$ cat src/rtl/lsu_bus_bridge_pkg.sv
`default_nettype none
// ---------------------------------------------------------------------------
// lsu_bus_bridge_pkg : access-size encodings and bridge FSM states | rev 1.0
// ---------------------------------------------------------------------------
package lsu_bus_bridge_pkg;

  localparam logic [1:0] SZ_BYTE = 2'b00;
  localparam logic [1:0] SZ_HALF = 2'b01;
  localparam logic [1:0] SZ_WORD = 2'b10;

  typedef enum logic [1:0] {
    IDLE = 2'd0,
    REQ  = 2'd1,
    RESP = 2'd2,
    DONE = 2'd3
  } lsu_state_t;

endpackage
`default_nettype wire

$ cat src/rtl/lsu_lane_align.sv
`default_nettype none
// ---------------------------------------------------------------------------
// lsu_lane_align : byte-lane enables, store replication, load shift | rev 1.0
// ---------------------------------------------------------------------------
module lsu_lane_align
  import lsu_bus_bridge_pkg::*;
(
  input  logic [1:0]  addr_lo,
  input  logic [1:0]  byte_sel,
  input  logic [31:0] wdata,
  input  logic [31:0] rdata,
  output logic [3:0]  be,
  output logic [31:0] wdata_rep,
  output logic [31:0] rdata_shifted,
  output logic        misaligned
);

  always_comb begin
    be         = 4'b0000;
    wdata_rep  = wdata;
    misaligned = 1'b0;
    case (byte_sel)
      SZ_BYTE: begin
        be        = 4'b0001 << addr_lo;
        wdata_rep = {4{wdata[7:0]}};
      end
      SZ_HALF: begin
        be         = addr_lo[1] ? 4'b1100 : 4'b0011;
        wdata_rep  = {2{wdata[15:0]}};
        misaligned = addr_lo[0];
      end
      SZ_WORD: begin
        be         = 4'b1111;
        misaligned = |addr_lo;
      end
      default: misaligned = 1'b1;
    endcase
  end

  // The addressed byte lane is brought down to bit 0 for the core's extender.
  assign rdata_shifted = rdata >> {addr_lo, 3'b000};

endmodule
`default_nettype wire

$ cat src/rtl/lsu_bus_bridge.sv
`default_nettype none
// ---------------------------------------------------------------------------
// lsu_bus_bridge : core data port to single-outstanding req/gnt bus | rev 1.0
// ---------------------------------------------------------------------------
module lsu_bus_bridge
  import lsu_bus_bridge_pkg::*;
#(
  parameter int unsigned TIMEOUT = 255,
  parameter int unsigned CNT_W   = $clog2(TIMEOUT + 1)
) (
  input  logic        clk,
  input  logic        rst_n,
  input  logic [31:0] cpu_addr_i,
  input  logic [1:0]  cpu_byte_sel_i,
  input  logic [31:0] cpu_wdata_i,
  input  logic        cpu_we_i,
  input  logic        cpu_re_i,
  output logic [31:0] cpu_rdata_o,
  output logic        stall_o,
  output logic        misaligned_o,
  output logic        bus_err_o,
  output logic        bus_req_o,
  output logic        bus_we_o,
  output logic [31:0] bus_addr_o,
  output logic [3:0]  bus_be_o,
  output logic [31:0] bus_wdata_o,
  input  logic        bus_gnt_i,
  input  logic        bus_rvalid_i,
  input  logic [31:0] bus_rdata_i
);

  localparam logic [CNT_W-1:0] CNT_LAST = CNT_W'(TIMEOUT - 1);

  lsu_state_t       state_q, state_d;
  logic [CNT_W-1:0] cnt_q, cnt_d;
  logic [31:0]      rdata_q, rdata_d;
  logic             err_q, err_d;

  logic        mis;
  logic        go;
  logic        is_load;
  logic        timeout_hit;
  logic [31:0] rdata_shifted;

  lsu_lane_align u_align (
    .addr_lo       (cpu_addr_i[1:0]),
    .byte_sel      (cpu_byte_sel_i),
    .wdata         (cpu_wdata_i),
    .rdata         (bus_rdata_i),
    .be            (bus_be_o),
    .wdata_rep     (bus_wdata_o),
    .rdata_shifted (rdata_shifted),
    .misaligned    (mis)
  );

  assign go          = (cpu_we_i | cpu_re_i) & ~mis;
  assign is_load     = cpu_re_i & ~cpu_we_i;
  // Counter may sit at TIMEOUT after a last-cycle grant, hence >=.
  assign timeout_hit = (cnt_q >= CNT_LAST);

  assign bus_addr_o   = {cpu_addr_i[31:2], 2'b00};
  assign bus_we_o     = cpu_we_i;
  assign misaligned_o = mis;
  assign bus_err_o    = err_q;
  assign stall_o      = go & (state_q != DONE);
  assign cpu_rdata_o  = (state_q == DONE) ? rdata_q : 32'h0;

  always_ff @(posedge clk or negedge rst_n) begin
    if (!rst_n) begin
      state_q <= IDLE;
      cnt_q   <= '0;
      rdata_q <= 32'h0;
      err_q   <= 1'b0;
    end else begin
      state_q <= state_d;
      cnt_q   <= cnt_d;
      rdata_q <= rdata_d;
      err_q   <= err_d;
    end
  end

  always_comb begin
    state_d   = state_q;
    cnt_d     = cnt_q;
    rdata_d   = rdata_q;
    err_d     = 1'b0;
    bus_req_o = 1'b0;
    case (state_q)
      IDLE: begin
        bus_req_o = go;
        cnt_d     = '0;
        if (go) state_d = bus_gnt_i ? RESP : REQ;
      end
      REQ: begin
        bus_req_o = 1'b1;
        if (bus_gnt_i) begin
          cnt_d   = cnt_q + CNT_W'(1);
          state_d = RESP;
        end else if (timeout_hit) begin
          err_d   = 1'b1;
          rdata_d = 32'h0;
          state_d = DONE;
        end else begin
          cnt_d = cnt_q + CNT_W'(1);
        end
      end
      RESP: begin
        if (bus_rvalid_i) begin
          if (is_load) rdata_d = rdata_shifted;
          state_d = DONE;
        end else if (timeout_hit) begin
          err_d   = 1'b1;
          rdata_d = 32'h0;
          state_d = DONE;
        end else begin
          cnt_d = cnt_q + CNT_W'(1);
        end
      end
      DONE:    state_d = IDLE;
      default: state_d = IDLE;
    endcase
  end

endmodule
`default_nettype wire

$ cat config.mk
export PLATFORM = sky130hd
export DESIGN_NAME = lsu_bus_bridge
export DESIGN_NICKNAME = d
export VERILOG_FILES = /design/src/rtl/lsu_bus_bridge_pkg.sv /design/src/rtl/lsu_lane_align.sv /design/src/rtl/lsu_bus_bridge.sv
export SDC_FILE = /design/constraint.sdc
export NUM_CORES = 1
export LEC_CHECK = 0
export ABC_AREA = 1
export BUFFER_PORTS_ARGS = -buffer_cell sky130_fd_sc_hd__buf_2
export CELL_PAD_IN_SITES_DETAIL_PLACEMENT = 0
export CELL_PAD_IN_SITES_GLOBAL_PLACEMENT = 2
export CORE_MARGIN = 3
export CORE_UTILIZATION = 23
export DETAILED_ROUTE_END_ITERATION = 10
export PLACE_DENSITY_LB_ADDON = 0.1
export SETUP_SLACK_MARGIN = 0.4
export SLEW_MARGIN = 15
export SYNTH_ARGS = -nofsm -noshare
export SYNTH_HDL_FRONTEND = slang
export SYNTH_SLANG_ARGS = --single-unit
$ cat constraint.sdc
create_clock -name clk -period 2.7 [get_ports clk]
set_clock_uncertainty 0.1 [all_clocks]
set_input_delay 0.135 -clock clk [delete_from_list [all_inputs] [get_ports clk]]
set_output_delay 0.135 -clock clk [all_outputs]
set_load 0.03 [all_outputs]
==> results of run 1 <==
[layout make-up]
class | instances | area, sq um | area share
inverters | 60 | 228 | 0.0538
clock buffers | 6 | 129 | 0.0304
well taps | 184 | 230 | 0.0544
multi-input cells | 366 | 1730 | 0.409
repair buffers | 155 | 828 | 0.196
clock inverters | 2 | 12.5 | 0.00296
flip-flops and latches | 43 | 1080 | 0.254
[cells by family (layout without fill, tap and decap cells)]
group,count (synthesis),count (layout),synth area share
AO/OA/AOI/OAI,85,85,0.150
adder cells (fa/ha/maj),6,6,0.0219
buffers and inverters,119,223,0.184
flip-flops,43,43,0.314
other,1,2,0.00109
AND/OR/NAND/NOR,273,273,0.329
[Yosys cell counts]
cell | instances | share of area
a211oi_1 | 1 | 0.0022
a21oi_1 | 19 | 0.028
a22oi_1 | 9 | 0.020
buf_2 | 2 | 0.0029
buf_4 | 42 | 0.092
buf_6 | 3 | 0.0098
clkbuf_1 | 12 | 0.013
clkinv_1 | 1 | 0.0011
conb_1 | 1 | 0.0011
dfrtp_1 | 43 | 0.31
ha_1 | 6 | 0.022
inv_1 | 57 | 0.062
inv_2 | 1 | 0.0011
inv_4 | 1 | 0.0018
nand2_1 | 217 | 0.24
nand2_4 | 2 | 0.0066
nand3_1 | 24 | 0.035
nand3_2 | 1 | 0.0029
nand3_4 | 1 | 0.0051
nand4_1 | 1 | 0.0018
nor2_1 | 16 | 0.018
nor2_4 | 2 | 0.0066
o211ai_1 | 3 | 0.0066
o21ai_0 | 37 | 0.054
o21ai_2 | 13 | 0.033
o21bai_1 | 3 | 0.0066
or2_2 | 9 | 0.016
[power breakdown]
part	internal [mW]	switching, mW	total (mW)
Combinational	0.483	1.03	1.51
Sequential	0.879	0.149	1.03
Clock	0.342	0.253	0.595
Total	1.70	1.43	3.13
[state kept, by name, indices dropped and copies added, names as in the netlist]
name,count
bus_err_o,1
cnt_q,8
state_q,2
rdata_q,32
[what timing repair did]
action	4_1_cts	5_1_grt
endpoints found under the hold margin	44	0
hold buffers	2	0
buffers inserted	0	0
[worst min-delay path by stage]
stage                     slack (ns)             end
final                           0.06     rdata_q[27]
after global routing            0.07     rdata_q[27]
after detailed placement        0.17  bus_addr_o[29]
after global placement          0.17  bus_addr_o[29]
after CTS                       0.04     rdata_q[27]
after floorplan                -0.26       bus_err_o
[layer usage]
layer	GRT usage	up-vias
met4	0.0393	0
met5	0	-
met1	0.186	1634
met3	0.0325	25
li1	-	1808
met2	0.259	135
[tightest hold or removal path, cell delays in order]
cell and delay [ns]:
buf_2 0.11, nand2_1 0.09, o21ai_2 0.06
==> metrics.txt, run 1 <==
Area Growth Syn to Fin=23.4%; ANT nets after route=0; Rel. slew slack=0.481; Crit. End Element=primary output; Iter 0 DRT Violations=between 200 and 250; mean routed wirelength per cell=15.2 microns; hold path depth=3; diode count=0; Tcrit/Tclk final=0.792; Initial Util=0.235; Critical R2R Launch=state_q[0]; die area=between 15000 and 20000 sq um; 1st-pass router iterations=5; Die Height=128 microns; Min Hold Slack=roughly 0.057 ns; top sig layer=met4; post-layout min period=~2.1 ns; Finished Layout Cells=816; Hold Crit Start=bus_rdata_i[27]; fmax=between 0.4 and 0.5 GHz; row cnt=44; Setup-failing EPs final=0; Hold/Removal Path Class=in2reg; Setup crit end=cpu_rdata_o[15]; CTS tree=built; clock buffer depth=2; Placement Cell Area=about 4100 sq um; commonest non-fill, non-tap cell in the layout=nand2_1; Cell Chain, Critical Path=ha_1, buf_12, nand2_1, inv_1, buf_2; # IOs=209; WL final=12400 microns; Crit-path slowest cell=ha_1; post-cts resize count=0; wire length on met3=732 microns; highest-count cells in the layout ignoring fill and taps=nand2_1 (217), buf_2 (146), inv_1 (57); fin. max-slew vios=0; sequential area share after synthesis=0.314; M1 wire length=~5200 microns; core area=14600 sq um; hpwl dp=9810 microns; Largest stage delay, worst path=between 0.6 and 0.7 ns; #FFs+latches synth=43; largest net degree at the start of global routing=44; setup TNS=0 ns; GPL Wtd Cong=0.786; dpl cells=805; Total GRT Usage=0.149; status=complete, no violations; via count=3602; Die X=128 microns; routed vias/inst=4.41; DRC Markers=0; PnR Total Power=about 3.1 mW; Worst Setup SP=state_q[1]; final instance area=approximately 4200 sq um; Slew @ Worst Pin=~0.78 ns; initial antenna violation count=0; Crit path max-delay family=adder cells; Num CTS Buffers=5; crit start category=register; top fanout value on the critical path=20; PD cells=741 nW/um^2; H-tree lvl count=2; filler instances=1655; Crit path depth=5; Worst-Skew Late Latency=0.28 ns; WP buf/inv=3; Syn Area/Cell=around 6.5 sq um; VDD IR max=0.256 mV; Clock Sinks=43; CP required=2.47 ns; setup ws final=0.562 ns; r2r endpoint=rdata_q[21]; Cell Area, Synth=3430 sq um; Max Cap Viol=0; worst reg2reg path depth=8; Netlist cell types=27; Reg2Reg Setup Slack=~0.64 ns; met2 WL=6160 microns; clock-pin slew on the worst setup and hold paths=0.06 ns; global-route wire length before repair=a little under 20000 microns; Final nets=741; gr ovfl total=0; IO buf count=146; layout cells sized above 1=0.302; Mapped Cells=527; number of synthesis warnings=0; critical path class=reg2out; CP arrival=approximately 1.9 ns; fin util=0.290; vias in the first global route=between 3000 and 4000; Hold Violations, Final=0; Root Buffer=clkbuf_16; RSZ-0062 raised after global routing=no; dpl ws=0.631 ns; Pleak=2.58 nW
No activity file was read; power rests on OpenSTA's default activity.
==> run 2: changes to the inputs <==
CORE_UTILIZATION = 19   (was 23)
clock period = 1.9 ns   (was 2.7 ns; I/O delays follow)
==> run 2 against run 1 <==
Core utilization rose by 1.0 points. Wire length grew 19%. Total power grew 87%. Highest routed layer unchanged.
==> metrics.txt, run 2 (synthesis gave the netlist of run 1 again) <==
status=complete, no violations (unchanged); initial antenna violation count=0 (unchanged); filler instances=1941 (was 1655); 1st-pass router iterations=4 (was 5); via count=3767 (was 3602); # IOs=209 (unchanged); Reg power frac=0.270 (was 0.328); vias in the first global route=3873 (was 3589); Worst-Skew Late Latency=0.29 ns (was 0.28 ns); hold path depth=3 (unchanged); hpwl dp=10600 microns (was 9810 microns); Hold/Removal Path Class=in2reg (unchanged); ANT nets after route=0 (unchanged); largest net degree at the start of global routing=44 (unchanged); clock buffer depth=2 (unchanged); gr ovfl total=0 (unchanged); Root Buffer=clkbuf_16 (unchanged); Hold Violations, Final=0 (unchanged); Cell Chain, Critical Path=buf_6, ha_4, o21ai_4, nand3_4, clkbuf_16, nand2_1, o21ai_1 (was ha_1, buf_12, nand2_1, inv_1, buf_2); IO buf count=146 (unchanged); routed vias/inst=4.21 (was 4.41); Crit path depth=7 (was 5); clock-pin slew on the worst setup and hold paths=0.07 ns (was 0.06 ns); post-layout min period=between 1.5 and 2 ns; Gate power share=0.578 (was 0.482); mean routed wirelength per cell=16.4 microns (was 15.2 microns); Final nets=778 (was 741); Setup-failing EPs final=0 (unchanged); PnR Total Power=5.85 mW (was 3.13 mW); Initial Util=0.196 (was 0.235); GPL Wtd Cong=0.814 (was 0.786); Pleak=3.02 nW (was 2.58 nW); crit start category=register (unchanged); VDD IR max=0.431 mV (was 0.256 mV); Largest stage delay, worst path=0.45 ns (was 0.61 ns); global-route wire length before repair=22100 microns (was 19300 microns); Finished Layout Cells=894 (was 816); Placement Cell Area=4280 sq um (was 4050 sq um); Total GRT Usage=0.142 (was 0.149); Crit. End Element=register (was primary output); P_sw=2.67 mW (was 1.43 mW); Crit-path slowest cell=dfrtp_2 (was ha_1); Largest Register=rdata_q (unchanged); dpl cells=857 (was 805); die area=19700 sq um (was 16400 sq um); Die X=140 microns (was 128 microns); Tcrit/Tclk final=0.888; WL final=14700 microns (was 12400 microns); fmax=0.592 GHz; max FFs per register=32 (unchanged); sw frac=0.457 (was 0.456); row cnt=48 (was 44); Die Height=140 microns (was 128 microns); internal power=3.18 mW (was 1.70 mW); setup TNS=0 ns (unchanged); fin. max-slew vios=0 (unchanged); RSZ-0062 raised after global routing=yes (was no); Clock Sinks=43 (unchanged); core area=17500 sq um (was 14600 sq um); critical path class=reg2reg (was reg2out); Iter 0 DRT Violations=132 (was 206); diode count=0 (unchanged); clock power share=0.153 (was 0.190); highest-count cells in the layout ignoring fill and taps=nand2_1 (177), buf_2 (110), buf_4 (45) (was nand2_1 (217), buf_2 (146), inv_1 (57)); Max Cap Viol=0 (unchanged); CP arrival=1.76 ns (was 1.90 ns); Crit path max-delay family=flip-flops (was adder cells); commonest non-fill, non-tap cell in the layout=nand2_1 (unchanged); Slew @ Worst Pin=0.673 ns (was 0.777 ns); Area Growth Syn to Fin=53.1% (was 23.4%); CTS tree=built (unchanged); WP buf/inv=2 (was 3); DRC Markers=0 (unchanged); H-tree lvl count=2 (unchanged); Num CTS Buffers=5 (unchanged); top flop regs=rdata_q x32, cnt_q x8, state_q x2 (unchanged); layout cells sized above 1=0.468 (was 0.302); final instance area=5250 sq um (was 4230 sq um); Rel. slew slack=0.547 (was 0.481); worst reg2reg path depth=7 (was 8); PD cells=1110 nW/um^2 (was 741 nW/um^2); CP required=1.98 ns (was 2.47 ns); top fanout value on the critical path=8 (was 20)
[run 2: stage by stage]
stage | utilization | hold slack [ns] | worst slack (ns)
after floorplan | - | -0.301 | 0.289
after global placement | 0.245 | 0.00356 | 0.0205
after detailed placement | 0.245 | 0.0101 | -0.00484
after CTS | 0.275 | 0.00394 | 0.201
after global routing | 0.301 | 0.0126 | 0.136
final | 0.301 | 0.00977 | 0.212
[run 2: path summary, 6_finish.rpt]
path / startpoint / end / slack [ns]
min in group asynchronous: rst_n / state_q[1] / 0.22
max in group asynchronous: rst_n / state_q[0] / 1.26
worst max-delay path: state_q[0] / rdata_q[10] / 0.21
worst min-delay path: bus_rdata_i[14] / rdata_q[14] / 0.01
worst max register to register: state_q[0] / rdata_q[10] / 0.21
worst min register to register: rdata_q[0] / rdata_q[0] / 0.39
[run 2: routing by layer]
layer  routed length (microns)  global-route usage  up-vias  part of all wire
li1                          -                   -     1887                 -
met4                       356              0.0444        0             0.024
met1                      6350               0.178     1727              0.43
met2                      7080               0.243      129              0.48
met3                       871              0.0321       24             0.059
met5                         0                   0        -                 0
[run 2: cell type report]
cell class | instances | area (sq um) | area share
Clock buffer | 5 | 125 | 0.0238
Timing Repair Buffer | 191 | 1390 | 0.264
Tap cell | 225 | 282 | 0.0536
Multi-Input combinational cell | 367 | 2110 | 0.402
Sequential cell | 43 | 1080 | 0.205
Inverter | 60 | 246 | 0.0469
Clock inverter | 3 | 20.0 | 0.00381
[run 2: worst min-delay path: stages]
cell and delay [ns]:
buf_2 0.09, a21oi_1 0.05, o21ai_0 0.13
[run 2: power groups by stage]
stage                     clock (mW)  combinational (mW)  sequential [mW]
after floorplan                    0                1.77             1.43
after global placement             0                2.40             1.50
after detailed placement           0                2.42             1.49
after CTS                      0.937                2.93             1.48
after global routing           0.964                3.71             1.62
final                          0.894                3.38             1.58
[run 2: timing repair]
action / 4_1_cts / 5_1_grt
setup endpoints to repair: 77 / 78
gates cloned: 2 / 4
gates resized for setup: 77 / 100
hold endpoints to repair: 44 / 0
hold buffers: 2 / 0
setup buffers: 13 / 8
pin swaps: 17 / 25
==> run 3: changes to the inputs <==
CORE_UTILIZATION = 21   (was 19)
clock period = 1.6 ns   (was 1.9 ns; I/O delays follow)
==> run 3 against run 2 <==
The run now ends with negative hold slack, negative setup slack left. Die area is 9.1% lower. Clock power is 33% higher. Worst hold slack worse by 0.019 ns. Non-clock buffer count is 13 higher. Count of clock-buffer cells in the layout stayed put. Via count is 2.2% higher. Largest power group unchanged.
==> metrics.txt, run 3 (synthesis gave the netlist of run 1 again) <==
routed vias/inst=4.29 (was 4.21); Num CTS Buffers=5 (unchanged); highest-count cells in the layout ignoring fill and taps=nand2_1 (178), buf_2 (104), buf_4 (60) (was nand2_1 (177), buf_2 (110), buf_4 (45)); IO buf count=146 (unchanged); Crit. End Element=primary output (was register); max FFs per register=32 (unchanged); Die X=134 microns (was 140 microns); post-layout min period=1.66 ns; global-route wire length before repair=20800 microns (was 22100 microns); Worst-Skew Late Latency=0.29 ns (about the same); WP buf/inv=4 (was 2); Crit path max-delay family=buffers and inverters (was flip-flops); footprint of the multi-input gates=2060 sq um (was 2110 sq um); crit start category=register (unchanged); Crit-path slowest cell=dfrtp_2 (unchanged); DRC Markers=0 (unchanged); clock-pin slew on the worst setup and hold paths=0.07 ns (about the same); H-tree lvl count=2 (unchanged); Final nets=790 (was 778); dpl ws=-0.0293 ns (was -0.00484 ns); diode count=0 (unchanged); ANT nets after route=0 (unchanged); Setup-failing EPs final=55 (was 0); Clock Sinks=43 (unchanged); die area=17900 sq um (was 19700 sq um); row cnt=46 (was 48); Total GRT Usage=0.146 (was 0.142); core area=15900 sq um (was 17500 sq um); layout cells sized above 1=0.507 (was 0.468); Root Buffer=clkbuf_16 (unchanged); Cell Chain, Critical Path=buf_6, ha_4, buf_12, nand2_2, inv_2, buf_4 (was buf_6, ha_4, o21ai_4, nand3_4, clkbuf_16, nand2_1, o21ai_1); Largest stage delay, worst path=0.44 ns (was 0.45 ns); Area Growth Syn to Fin=54.7% (was 53.1%); Placement Cell Area=4530 sq um (was 4280 sq um); PD cells=1270 nW/um^2 (was 1110 nW/um^2); fin. max-slew vios=0 (unchanged); via count=3848 (was 3767); initial antenna violation count=0 (unchanged); status=finished with violations (was complete, no violations); Largest Register=rdata_q (unchanged); fmax=0.601 GHz; hpwl dp=10100 microns (was 10600 microns); commonest non-fill, non-tap cell in the layout=nand2_1 (unchanged); 1st-pass router iterations=5 (was 4); # IOs=209 (unchanged); Min Hold Slack=-0.00916 ns (was 0.00977 ns); CP arrival=1.48 ns (was 1.76 ns); VDD IR max=0.466 mV (was 0.431 mV); GPL Wtd Cong=0.751 (was 0.814); clock buffer depth=2 (unchanged); top fanout value on the critical path=17 (was 8); Hold/Removal Path Class=in2reg (unchanged); Pleak=2.86 nW (was 3.02 nW); Tcrit/Tclk final=1.04; CP required=1.42 ns (was 1.98 ns); vias in the first global route=3921 (was 3873); Max Cap Viol=0 (unchanged); dpl cells=866 (was 857); Hold Violations, Final=1 (was 0); top flop regs=rdata_q x32, cnt_q x8, state_q x2 (unchanged); filler instances=1772 (was 1941); WL final=13300 microns (was 14700 microns); final instance area=5310 sq um (was 5250 sq um); register area=1080 sq um (unchanged); critical path class=reg2out (was reg2reg); setup ws final=-0.0641 ns (was 0.212 ns); CTS tree=built (unchanged); Finished Layout Cells=897 (was 894); largest net degree at the start of global routing=44 (unchanged); Initial Util=0.215 (was 0.196); Die Height=134 microns (was 140 microns); mean routed wirelength per cell=14.8 microns (was 16.4 microns); failing checks=negative hold slack, negative setup slack; RSZ-0062 raised after global routing=yes (unchanged); gr ovfl total=0 (unchanged); Iter 0 DRT Violations=155 (was 132)
[run 3: area by class of cell]
class	count	share of cell area
clock inverter	3	0.00825
tap	216	0.0509
clock buffer	5	0.0236
inverter	60	0.0465
timing repair buffer	204	0.279
multi-input combinational	366	0.389
sequential	43	0.203
[run 3: report_power, final]
part / leakage, nW / switching, mW / internal (mW)
clock network: 0.0838 / 0.452 / 0.737
logic: 2.22 / 2.18 / 1.57
registers: 0.563 / 0.305 / 1.49
[run 3: worst register-to-register path: stages (launching register included)]
cell and delay [ns]:
dfrtp_2 0.46, inv_2 0.10, ha_4 0.19, nand2_4 0.09, o21ai_4 0.09, nand3_4 0.14
clkbuf_16 0.21, nand2_1 0.08, o21ai_2 0.05
[run 3: worst paths after layout]
path | depth (start not counted) | endpoint | from | slack [ns]
max | 6 | cpu_rdata_o[19] | state_q[0] | -0.06
min | 3 | rdata_q[9] | bus_rdata_i[9] | -0.009
max reg2reg | 8 | rdata_q[25] | state_q[1] | -0.03
min reg2reg | 2 | rdata_q[29] | rdata_q[29] | 0.39
max in group asynchronous | 3 | state_q[0] | rst_n | 0.95
min in group asynchronous | 3 | rdata_q[23] | rst_n | 0.20
[run 3: per-stage QoR]
step / total power, mW / TNS (ns) / util / hold WS, ns
after CTS: 6.54 / -0.762 / 0.317 / 0.00583
after global placement: 4.90 / -0.0361 / 0.284 / -0.0146
final: 6.73 / -1.65 / 0.333 / -0.00916
after detailed placement: 4.91 / -0.308 / 0.284 / -0.0142
after global routing: 7.25 / -6.47 / 0.333 / 0.0127
after floorplan: 4.02 / -0.0946 / - / -0.316
[run 3: routing by layer]
layer	part of all wire	vias up	routed length [microns]	global-route usage
li1	-	1913	-	-
met1	0.42	1790	5630	0.184
met2	0.50	122	6660	0.257
met3	0.059	23	782	0.0266
met4	0.015	0	199	0.0366
met5	0	-	0	0
[run 3: timing repair]
action | CTS | global route
endpoints found under the hold margin | 46 | 0
buffers inserted | 10 | 7
cloned | 1 | 1
resized for setup | 72 | 64
hold buffers | 4 | 0
endpoints found under the setup margin | 83 | 92
pin swaps | 5 | 11
